File: config.mk
export PLATFORM = sky130hd
export DESIGN_NAME = uart_dump_flat
export DESIGN_NICKNAME = d
export VERILOG_FILES = /design/src/rtl/uart_dump_if.sv /design/src/rtl/uart_dump.sv /design/src/flat_wrapper.sv
export SDC_FILE = /design/constraint.sdc
export NUM_CORES = 1
export LEC_CHECK = 0
export ABC_AREA = 1
export CAP_MARGIN = 10
export CORE_MARGIN = 3
export CORE_UTILIZATION = 40
export DETAILED_ROUTE_END_ITERATION = 10
export GPL_ROUTABILITY_DRIVEN = 0
export PLACE_DENSITY = 0.71
export SLEW_MARGIN = 20
export SYNTH_ARGS = -nofsm -noshare
export SYNTH_HDL_FRONTEND = slang
export SYNTH_SLANG_ARGS = --single-unit
File: constraint.sdc
create_clock -name clk -period 1.6 [get_ports clk]
set_input_delay 0.16 -clock clk [delete_from_list [all_inputs] [get_ports clk]]
set_output_delay 0.16 -clock clk [all_outputs]
set_load 0.03 [all_outputs]
File: src/rtl/uart_dump_if.sv
// uart_dump_if: RIB master-port bundle used by uart_dump.
// Carries request, address, write data/enable and read data.
interface uart_dump_if;
    logic        req_o;
    logic        we_o;
    logic [31:0] addr_o;
    logic [31:0] wdata_o;
    logic [31:0] rdata_i;

    modport master (
        output req_o,
        output we_o,
        output addr_o,
        output wdata_o,
        input  rdata_i
    );

    modport slave (
        input  req_o,
        input  we_o,
        input  addr_o,
        input  wdata_o,
        output rdata_i
    );
endinterface

File: src/rtl/uart_dump.sv
// uart_dump: reads a word range over RIB and streams it out as 8N1 UART.
// Optional trailing XOR checksum byte when UART_DUMP_CKSUM_EN is defined.
module uart_dump #(
    parameter int unsigned BAUD_DIV = 434
) (
    input  logic               clk,
    input  logic               rst,
    input  logic               start_i,
    input  logic [31:0]        base_addr_i,
    input  logic [15:0]        word_cnt_i,
    output logic               busy_o,
    output logic               done_o,
    uart_dump_if.master        rib,
    output logic               tx_pin
);

    localparam logic [15:0] BAUD_RELOAD = 16'(BAUD_DIV - 1);

    typedef enum logic [2:0] {
        S_IDLE,
        S_RD_REQ,
        S_RD_WAIT,
        S_TX,
        S_NEXT,
`ifdef UART_DUMP_CKSUM_EN
        S_CKSUM,
`endif
        S_FIN
    } state_t;

    state_t      state_q, state_d;
    logic [31:0] addr_q, addr_d;
    logic [15:0] rem_q, rem_d;
    logic [31:0] word_q, word_d;
    logic [1:0]  byte_q, byte_d;
    logic [3:0]  bit_q, bit_d;
    logic [15:0] baud_q, baud_d;
`ifdef UART_DUMP_CKSUM_EN
    logic [7:0]  cksum_q, cksum_d;
`endif

    logic       tx_active;
    logic       bit_end;
    logic       frame_end;
    logic       last_byte;
    logic [7:0] tx_byte;
    logic [2:0] data_idx;

    assign bit_end   = (baud_q == 16'd0);
    assign frame_end = bit_end && (bit_q == 4'd9);
    assign last_byte = (byte_q == 2'd3);
    assign data_idx  = 3'(bit_q - 4'd1);

    // Shifter runs during data bytes and, if enabled, the checksum byte.
    always_comb begin
        tx_active = (state_q == S_TX);
        tx_byte   = word_q[{byte_q, 3'b000} +: 8];
`ifdef UART_DUMP_CKSUM_EN
        if (state_q == S_CKSUM) begin
            tx_active = 1'b1;
            tx_byte   = cksum_q;
        end
`endif
    end

    // State register.
    always_ff @(posedge clk) begin
        if (rst) begin
            state_q <= S_IDLE;
        end else begin
            state_q <= state_d;
        end
    end

    // Next-state logic; the word advance happens at the last stop bit
    // so consecutive words follow without a gap cycle.
    always_comb begin
        state_d = state_q;
        unique case (state_q)
            S_IDLE: begin
                if (start_i) begin
                    if (word_cnt_i == 16'd0) begin
                        state_d = S_NEXT;
                    end else begin
                        state_d = S_RD_REQ;
                    end
                end
            end
            S_RD_REQ:  state_d = S_RD_WAIT;
            S_RD_WAIT: state_d = S_TX;
            S_TX: begin
                if (frame_end && last_byte) begin
                    if (rem_q != 16'd1) begin
                        state_d = S_RD_REQ;
                    end else begin
`ifdef UART_DUMP_CKSUM_EN
                        state_d = S_CKSUM;
`else
                        state_d = S_FIN;
`endif
                    end
                end
            end
            S_NEXT: begin
                if (rem_q != 16'd0) begin
                    state_d = S_RD_REQ;
                end else begin
                    state_d = S_FIN;
                end
            end
`ifdef UART_DUMP_CKSUM_EN
            S_CKSUM: begin
                if (frame_end) begin
                    state_d = S_FIN;
                end
            end
`endif
            S_FIN:   state_d = S_IDLE;
            default: state_d = S_IDLE;
        endcase
    end

    // Datapath next-state: address/count latch, word capture, bit timing.
    always_comb begin
        addr_d = addr_q;
        rem_d  = rem_q;
        word_d = word_q;
        byte_d = byte_q;
        bit_d  = bit_q;
        baud_d = baud_q;
`ifdef UART_DUMP_CKSUM_EN
        cksum_d = cksum_q;
`endif
        if (state_q == S_IDLE && start_i) begin
            addr_d = base_addr_i & 32'hFFFF_FFFC;
            rem_d  = word_cnt_i;
`ifdef UART_DUMP_CKSUM_EN
            cksum_d = 8'h00;
`endif
        end
        if (state_q == S_RD_WAIT) begin
            word_d = rib.rdata_i;
            byte_d = 2'd0;
            bit_d  = 4'd0;
            baud_d = BAUD_RELOAD;
`ifdef UART_DUMP_CKSUM_EN
            cksum_d = cksum_q ^ rib.rdata_i[7:0] ^ rib.rdata_i[15:8]
                    ^ rib.rdata_i[23:16] ^ rib.rdata_i[31:24];
`endif
        end
        if (tx_active) begin
            if (bit_end) begin
                baud_d = BAUD_RELOAD;
                if (bit_q == 4'd9) begin
                    bit_d  = 4'd0;
                    byte_d = byte_q + 2'd1;
                end else begin
                    bit_d = bit_q + 4'd1;
                end
            end else begin
                baud_d = baud_q - 16'd1;
            end
        end
        if (state_q == S_TX && frame_end && last_byte) begin
            addr_d = addr_q + 32'd4;
            rem_d  = rem_q - 16'd1;
        end
    end

    // Datapath registers.
    always_ff @(posedge clk) begin
        if (rst) begin
            addr_q <= 32'd0;
            rem_q  <= 16'd0;
            word_q <= 32'd0;
            byte_q <= 2'd0;
            bit_q  <= 4'd0;
            baud_q <= 16'd0;
`ifdef UART_DUMP_CKSUM_EN
            cksum_q <= 8'h00;
`endif
        end else begin
            addr_q <= addr_d;
            rem_q  <= rem_d;
            word_q <= word_d;
            byte_q <= byte_d;
            bit_q  <= bit_d;
            baud_q <= baud_d;
`ifdef UART_DUMP_CKSUM_EN
            cksum_q <= cksum_d;
`endif
        end
    end

    // Outputs decoded from state; the line idles high outside a frame.
    always_comb begin
        busy_o       = (state_q != S_IDLE) && (state_q != S_FIN);
        done_o       = (state_q == S_FIN);
        rib.req_o    = (state_q == S_RD_REQ) || (state_q == S_RD_WAIT);
        rib.we_o     = 1'b0;
        rib.addr_o   = addr_q;
        rib.wdata_o  = 32'd0;
        tx_pin       = 1'b1;
        if (tx_active) begin
            if (bit_q == 4'd0) begin
                tx_pin = 1'b0;
            end else if (bit_q == 4'd9) begin
                tx_pin = 1'b1;
            end else begin
                tx_pin = tx_byte[data_idx];
            end
        end
    end

endmodule

File: src/flat_wrapper.sv
// flat-port wrapper written by rule: the top's interface ports become plain ports
module uart_dump_flat 
#(
    parameter int unsigned BAUD_DIV = 434
)
  (clk, rst, start_i, base_addr_i, word_cnt_i, busy_o, done_o, tx_pin, rib_req_o, rib_we_o, rib_addr_o, rib_wdata_o, rib_rdata_i);
  uart_dump_if rib_i ();
  input  logic clk;
  input  logic rst;
  input  logic start_i;
  input  logic [31:0] base_addr_i;
  input  logic [15:0] word_cnt_i;
  output logic busy_o;
  output logic done_o;
  output logic tx_pin;
  output wire logic [$bits(rib_i.req_o)-1:0] rib_req_o;
  output wire logic [$bits(rib_i.we_o)-1:0] rib_we_o;
  output wire logic [$bits(rib_i.addr_o)-1:0] rib_addr_o;
  output wire logic [$bits(rib_i.wdata_o)-1:0] rib_wdata_o;
  input wire logic [$bits(rib_i.rdata_i)-1:0] rib_rdata_i;
  assign rib_req_o = rib_i.req_o;
  assign rib_we_o = rib_i.we_o;
  assign rib_addr_o = rib_i.addr_o;
  assign rib_wdata_o = rib_i.wdata_o;
  assign rib_i.rdata_i = rib_rdata_i;
  uart_dump #(.BAUD_DIV(BAUD_DIV)) u_core (.clk(clk), .rst(rst), .start_i(start_i), .base_addr_i(base_addr_i), .word_cnt_i(word_cnt_i), .busy_o(busy_o), .done_o(done_o), .rib(rib_i), .tx_pin(tx_pin));
endmodule
==> results of run 1 <==
-- worst max-delay path by stage --
stage | startpoint | end | depth (start not counted)
2_1_floorplan | u_core.rib.addr_o[3] | u_core.rib.addr_o[28] | 12
3_3_place_gp | u_core.byte_q[0] | tx_pin | 11
3_5_place_dp | u_core.baud_q[0] | u_core.rib.addr_o[31] | 11
4_1_cts | u_core.byte_q[0] | tx_pin | 11
5_1_grt | u_core.byte_q[0] | tx_pin | 11
6_report | u_core.byte_q[0] | tx_pin | 11
-- cells by family (layout without fill, tap and decap cells) --
group / after synthesis / count (layout) / synth area share, %
other: 1 / 35 / 0.0551
buffers and inverters: 215 / 368 / 14.6
DFF: 103 / 103 / 30.3
AOI/OAI and AO/OA: 165 / 165 / 12.6
adders and majority gates: 11 / 11 / 2.02
xor gates and xnor gates: 37 / 37 / 4.76
and+or+nand+nor: 561 / 563 / 35.7
-- synth_stat cells, types with 2 or more instances --
cell type and n:
sky130_fd_sc_hd__nor2_2 9, sky130_fd_sc_hd__o21ai_0 49, sky130_fd_sc_hd__or2_2 3, sky130_fd_sc_hd__ha_1 11, sky130_fd_sc_hd__nand3_1 124, sky130_fd_sc_hd__nor2_4 5
sky130_fd_sc_hd__xor2_1 24, sky130_fd_sc_hd__buf_6 6, sky130_fd_sc_hd__nor2_1 102, sky130_fd_sc_hd__buf_2 8, sky130_fd_sc_hd__dfxtp_1 103, sky130_fd_sc_hd__nand2_1 293
sky130_fd_sc_hd__a211oi_1 4, sky130_fd_sc_hd__inv_1 127, sky130_fd_sc_hd__nand2_2 3, sky130_fd_sc_hd__nor4_1 2, sky130_fd_sc_hd__buf_4 35, sky130_fd_sc_hd__xnor2_1 13
sky130_fd_sc_hd__o21ai_2 2, sky130_fd_sc_hd__clkbuf_1 24, sky130_fd_sc_hd__inv_2 8, sky130_fd_sc_hd__o21ai_1 24, sky130_fd_sc_hd__a21oi_1 81, sky130_fd_sc_hd__nand4_1 6
sky130_fd_sc_hd__nor3_1 7, sky130_fd_sc_hd__nand4_2 2, sky130_fd_sc_hd__buf_1 6
-- registers in the layout, indices dropped and copies added, names as in the netlist --
| register | cells |
|---|---|
| u_core.rib.addr_o | 30 |
| u_core.bit_q | 4 |
| u_core.baud_q | 16 |
| u_core.byte_q | 2 |
| u_core.rem_q | 16 |
| u_core.state_q | 3 |
| u_core.word_q | 32 |
-- metal layers --
layer	track usage, %	vias to the layer above
met5	0	-
met4	6.22	0
met3	4.00	32
met2	33.8	237
met1	27.1	3372
li1	-	3775
-- power groups by stage --
stage	Clock [µW]	Sequential (µW)	Combinational, µW
after floorplan	0	3570	2810
final	2230	3370	5130
after detailed placement	0	3410	4480
after global placement	0	3390	4420
after CTS	2260	3350	4540
after global routing	2360	3420	5680
-- per-stage QoR --
step	hold WS [ps]	worst slack [ps]	area, µm²
global placement	443	-53.9	8610
detailed placement	447	-91.1	8610
finish	277	-328	9550
floorplan	295	-45.8	6980
global route	287	-454	9550
CTS	266	-303	9140
-- critical path, cell delays in order, from the launching register on --
cell                         delay [ps]
sky130_fd_sc_hd__dfxtp_4            400
sky130_fd_sc_hd__clkinvlp_4         180
sky130_fd_sc_hd__nand2_1            100
sky130_fd_sc_hd__nand3_1             90
sky130_fd_sc_hd__nand3_1            100
sky130_fd_sc_hd__nand3_1             70
sky130_fd_sc_hd__nand2_1             60
sky130_fd_sc_hd__nand2_1             60
sky130_fd_sc_hd__nand3_2             80
sky130_fd_sc_hd__nand2_2             50
sky130_fd_sc_hd__nand2_2             80
sky130_fd_sc_hd__buf_6              130
-- placed cells by master (no fill, tap or decap), drive strengths merged, types with 11 or more instances in the layout --
| master | netlist | routed |
|---|---|---|
| xnor2 | 13 | 13 |
| xor2 | 24 | 24 |
| conb | 1 | 35 |
| ha | 11 | 11 |
| dfxtp | 103 | 103 |
| clkdlybuf4s50 | 0 | 79 |
| o21ai | 75 | 75 |
| nor2 | 117 | 118 |
| nand3 | 125 | 125 |
| inv | 135 | 137 |
| buf | 55 | 107 |
| a21oi | 81 | 81 |
| nand2 | 296 | 297 |
| dlygate4sd2 | 0 | 28 |
-- layout make-up --
type                    instances  area (µm²)
inverters                     135         524
multi-input cells             811        4300
clock buffers                  10         229
well taps                     220         275
fillers                      1579        7090
flip-flops and latches        103        2090
clock inverters                 6        61.3
repair inverters                1        7.51
repair buffers                216        2080
-- what timing repair did --
item	4_1_cts	5_1_grt
pin swaps	14	31
cloned	4	2
gates resized for setup	68	98
setup endpoints to repair	81	76
buffers inserted	6	14
==> metrics.cfg, run 1 <==
[layout]
finish.net_count=1371
layout.core_utilization_pct=57.4
layout.cells.non_filler=1502
syn2layout_area_growth_pct=40.4
drive_gt1_share_pct=20.2
antennaDiodeCount=0

[min_path]
hold_path_class=input port to register
min_to=u_core.baud_q[14]
hold_path_depth=3
holdCritStartpoint=rst

[yosys]
synth-seq-cells=103
synth.area.top_cells=sky130_fd_sc_hd__dfxtp_1, sky130_fd_sc_hd__nand2_1, sky130_fd_sc_hd__nand3_1
seq_area_frac_synth_pct=30.3
ys_warn_count=0
dominantRegCellSynth=sky130_fd_sc_hd__dfxtp_1
synthesis.area_mm2=0.00681
post-synth-top-area-fraction_pct=30.3
synthDistinctLibCells=39
synth.avg_cell_area_um2=6.23
synthesis.instances=1093
synth-edff-count=0
yosysTopAreaCell=sky130_fd_sc_hd__dfxtp_1
async_set_or_reset_flop_fraction_in_the_synthesized_netlist_pct=0

[placed_design]
detailedPlacementHpwl_mm=13.8
placedCellCount=1463
io_buffer_count=114

[power]
power.combinational.fraction_pct=47.8
internal-power_uw=6250
switching_share_pct=41.7
max-vdd-ir-drop_mv=0.927
switching_power_uw=4480
fin_total_pwr_uw=10700
power.sequential.fraction_pct=31.4
total_leakage_power_uw=0.00438
powerDensity_mw_per_mm2=1120
power.share.clock_pct=20.8

[die]
floorplan.rows=47
initial_utilization_pct=40.9
placeableCoreArea_mm2=0.0166
floorplan.die.height_um=136
fp.dieArea_mm2=0.0186
floorplan.die.width_um=136
pin_count=152

[critical_path]
timing_worst_setup_path_type=register to output pin
critical_path.max_fanout=8
regToRegEndpoint=u_core.rib.addr_o[11]
setup.reg_to_reg.worst_slack_ps=-170
startpoint_type=register
rr_startpoint=u_core.baud_q[1]
critPathCaptureType=output pin
critPathRequiredTime_ps=1440
reg2reg_depth=11
worst_ep_arrival_time_ps=1770

[sta]
timing.final.crit_period_ps=1930
number_of_pins_with_negative_max_slew_slack_in_the_final_report=0
finalCritPeriodShare_pct=120
finalHoldViolCount=0
setup_ws_ps=-328
fin_worst_skew_ps=7.37
achievable_freq_ghz=0.519
rsz_0062_raised_after_global_routing=yes
fin_setup_tns_ps=-7020
setup_viol_count_final=54

[global_route]
largest_net_degree_at_the_start_of_global_routing=66
grt_pass1_wl_mm=31.0
first_global_vias=6585
antenna_violations_before_repair=0
gr-usage-all-layers_pct=20.5
overflow=0

[cts]
cts_inserted_buffers=9
cts-htree-levels=3
clk_sinks=103
ctsHoldBuffers=0
cts_tree=done
insertion_delay_ps=370
clock_transition_at_the_registers_of_the_reported_paths_ps=80
cts.root.buffer_cell=sky130_fd_sc_hd__clkbuf_16
clk_path_buf_depth=2

[detailed_routing]
average_wire_length_per_cell_after_detail_routing_um=13.4
wl_met2_mm=9.61
drc=0
top_layer=met4
postRouteWirelength_mm=20.1
firstDrtPassIters=5
drt_iter0_drc=414
route.met3.wl_mm=1.27
via_density=4.94
m1WireLength_mm=8.87
final_antenna_net_count=0
via_count=7416

[run]
max_cap_violations=0

[status]
violated_checks=setup timing
outcome=finished with violations

Note: power is estimated with default switching activity, not from simulation.
==> run 2, diff against run 1 <==
--- a/config.mk
+++ b/config.mk
@@ -6,7 +6,7 @@
 export NUM_CORES = 1
 export LEC_CHECK = 0
 export ABC_AREA = 1
-export CAP_MARGIN = 10
+export CAP_MARGIN = 20
 export CORE_MARGIN = 3
 export CORE_UTILIZATION = 40
 export DETAILED_ROUTE_END_ITERATION = 10
==> results of run 2 <==
Final layout, timing and power as in run 1 (identical DEF).
==> run 3, diff against run 2 <==
--- a/config.mk
+++ b/config.mk
@@ -8,10 +8,10 @@
 export ABC_AREA = 1
 export CAP_MARGIN = 20
 export CORE_MARGIN = 3
-export CORE_UTILIZATION = 40
+export CORE_UTILIZATION = 47
 export DETAILED_ROUTE_END_ITERATION = 10
 export GPL_ROUTABILITY_DRIVEN = 0
-export PLACE_DENSITY = 0.71
+export PLACE_DENSITY = 0.81
 export SLEW_MARGIN = 20
 export SYNTH_ARGS = -nofsm -noshare
 export SYNTH_HDL_FRONTEND = slang
==> run 3 against run 2 <==
The run still ends with setup timing left. Sequential power barely moved. Critical path depth did not move. Worst hold slack got worse by 8.0 ps. Count of clock-buffer cells in the layout did not move. Die area fell by 14%. Sequential share of layout area rose by 0.12 points. Wire length rose by 4.6%. Register-to-register slack got worse by 110 ps. Cell count fell by 2.8%. Clock power barely moved. Largest cell class unchanged. Largest power group unchanged. Highest routed layer unchanged.
==> metrics.cfg, run 3 (synthesis results as in run 1) <==
[sta]
rsz_0062_raised_after_global_routing=yes
fin_hold_ws_ps=269
tightest_slew_ps=531
number_of_pins_with_negative_max_slew_slack_in_the_final_report=0
fin_worst_skew_ps=8.14
slew-limit-headroom_pct=64.1
finalCritPeriodShare_pct=125
finalHoldViolCount=0
setup_viol_count_final=65
achievable_freq_ghz=0.501
timing.final.crit_period_ps=2000
setup_ws_ps=-398

[die]
fp.dieArea_mm2=0.0160
floorplan.rows=43
initial_utilization_pct=48.5
pin_count=152
floorplan.die.width_um=126
floorplan.die.height_um=126
placeableCoreArea_mm2=0.0140

[critical_path]
cp_slowest_cell=sky130_fd_sc_hd__dfxtp_4
worstSetupStartpoint=u_core.byte_q[0]
timing_worst_setup_path_type=register to output pin
rr_startpoint=u_core.baud_q[0]
critPathRequiredTime_ps=1440
slowest_delay_ps=400
worst_ep_arrival_time_ps=1840
setup.reg_to_reg.worst_slack_ps=-280
cp_cell_sequence=clkinvlp_4 -> nand2_1 -> nand3_1 -> nand3_1 -> nand3_1 -> nand2_1 -> nand2_1 -> nand3_1 -> nand2_1 -> nand2_2 -> buf_6
worstPathBufferInverterCount=2
startpoint_type=register
critical_path.max_fanout=8
critPathCaptureType=output pin
crit_family=simple AND/OR/NAND/NOR gates

[layout]
most_common_library_cell_in_the_layout_ignoring_fill_and_taps=sky130_fd_sc_hd__nand2_1
largest_register_ffs=32
top_register=u_core.word_q
sequential_cell_area_mm2=0.00208
num-fill-cells=1149
final_cell_mix=sky130_fd_sc_hd__nand2_1, sky130_fd_sc_hd__inv_1, sky130_fd_sc_hd__nand3_1
antennaDiodeCount=0
layout.core_utilization_pct=67.6
drive_gt1_share_pct=17.9
syn2layout_area_growth_pct=39.5
finish.net_count=1369
final_area_mm2=0.00950
multi_input_area_mm2=0.00422

[detailed_routing]
final_antenna_net_count=0
firstDrtPassIters=6
via_count=7628
via_density=5.22
drt_iter0_drc=713
postRouteWirelength_mm=21.0
drc=0
average_wire_length_per_cell_after_detail_routing_um=14.4

[placed_design]
pre_cts_slack_ps=-91.8
io_buffer_count=114
detailedPlacementHpwl_mm=13.2
place_area_mm2=0.00854

[global_route]
gr-usage-all-layers_pct=24.1
largest_net_degree_at_the_start_of_global_routing=66
antenna_violations_before_repair=0
grt_pass1_wl_mm=32.0
overflow=0
first_global_vias=6901

[cts]
clock_transition_at_the_registers_of_the_reported_paths_ps=80
clk_path_buf_depth=2
ctsHoldBuffers=0
cts-htree-levels=3
clk_sinks=103
insertion_delay_ps=370
cts_tree=done
cts_inserted_buffers=9
cts.root.buffer_cell=sky130_fd_sc_hd__clkbuf_16

[power]
total_leakage_power_uw=0.00439
powerDensity_mw_per_mm2=1140
max-vdd-ir-drop_mv=0.720

[min_path]
hold_path_class=input port to register
holdCritStartpoint=rst

[status]
outcome=finished with violations
violated_checks=setup timing

[run]
max_cap_violations=0

-- run 3: cell count changes in the layout (fill, tap and decap cells not counted), moves of 4 or more --
| cell | delta |
|---|---|
| sky130_fd_sc_hd__o21ai_1 | -4 |
| sky130_fd_sc_hd__nor2_2 | -5 |
| sky130_fd_sc_hd__nor2_1 | +6 |
| sky130_fd_sc_hd__nand3_2 | -6 |
| sky130_fd_sc_hd__dfxtp_2 | -4 |
| sky130_fd_sc_hd__nand2_2 | -10 |
| sky130_fd_sc_hd__buf_4 | -9 |
| sky130_fd_sc_hd__buf_6 | +5 |
| sky130_fd_sc_hd__nand3_1 | +6 |
| sky130_fd_sc_hd__nand2_1 | +11 |
-- run 3: cell type report --
| class | instances | share of cell area [%] |
|---|---|---|
| Clock buffer | 10 | 2.41 |
| Tap cell | 180 | 2.37 |
| Sequential cell | 103 | 21.9 |
| Clock inverter | 6 | 0.619 |
| Multi-Input combinational cell | 810 | 44.4 |
| Timing Repair Buffer | 215 | 22.6 |
| Timing Repair inverter | 1 | 0.0791 |
| Inverter | 135 | 5.55 |
-- run 3: worst paths after layout --
| kind | endpoint | cells past startpoint |
|---|---|---|
| worst max register to register | u_core.rem_q[15] | 11 |
| worst min-delay path | u_core.baud_q[1] | 3 |
| worst min register to register | u_core.word_q[18] | 2 |
| worst max-delay path | tx_pin | 11 |
-- run 3: routing by layer --
layer,up-vias,track usage [%],part of all wire (%)
met5,-,0,0
met4,0,7.38,2.4
met3,46,4.80,7.9
met2,337,41.2,50
met1,3470,30.7,40
li1,3775,-,-
-- run 3: worst min-delay path, stage by stage --
cell,delay (ps)
sky130_fd_sc_hd__buf_2,120
sky130_fd_sc_hd__buf_12,200
sky130_fd_sc_hd__nor2_1,120
-- run 3: where the power goes --
group / internal (µW) / switching, µW / total [µW]
registers: 3020 / 348 / 3370
clock network: 1100 / 1120 / 2230
logic: 2140 / 3090 / 5230
-- run 3: timing repair --
action	CTS	global route
endpoints found under the setup margin	80	66
gates resized for setup	67	72
buffers inserted	7	12
hold endpoints to repair	0	0
pin swaps	17	13
cloned	6	1
-- run 3: through the flow --
step	setup TNS [ps]	instances	total power, µW
floorplan	-327	1127	6380
global placement	-860	1419	7730
detailed placement	-2700	1419	7830
CTS	-5880	1448	10100
global route	-17120	1460	11500
finish	-10040	1460	10800
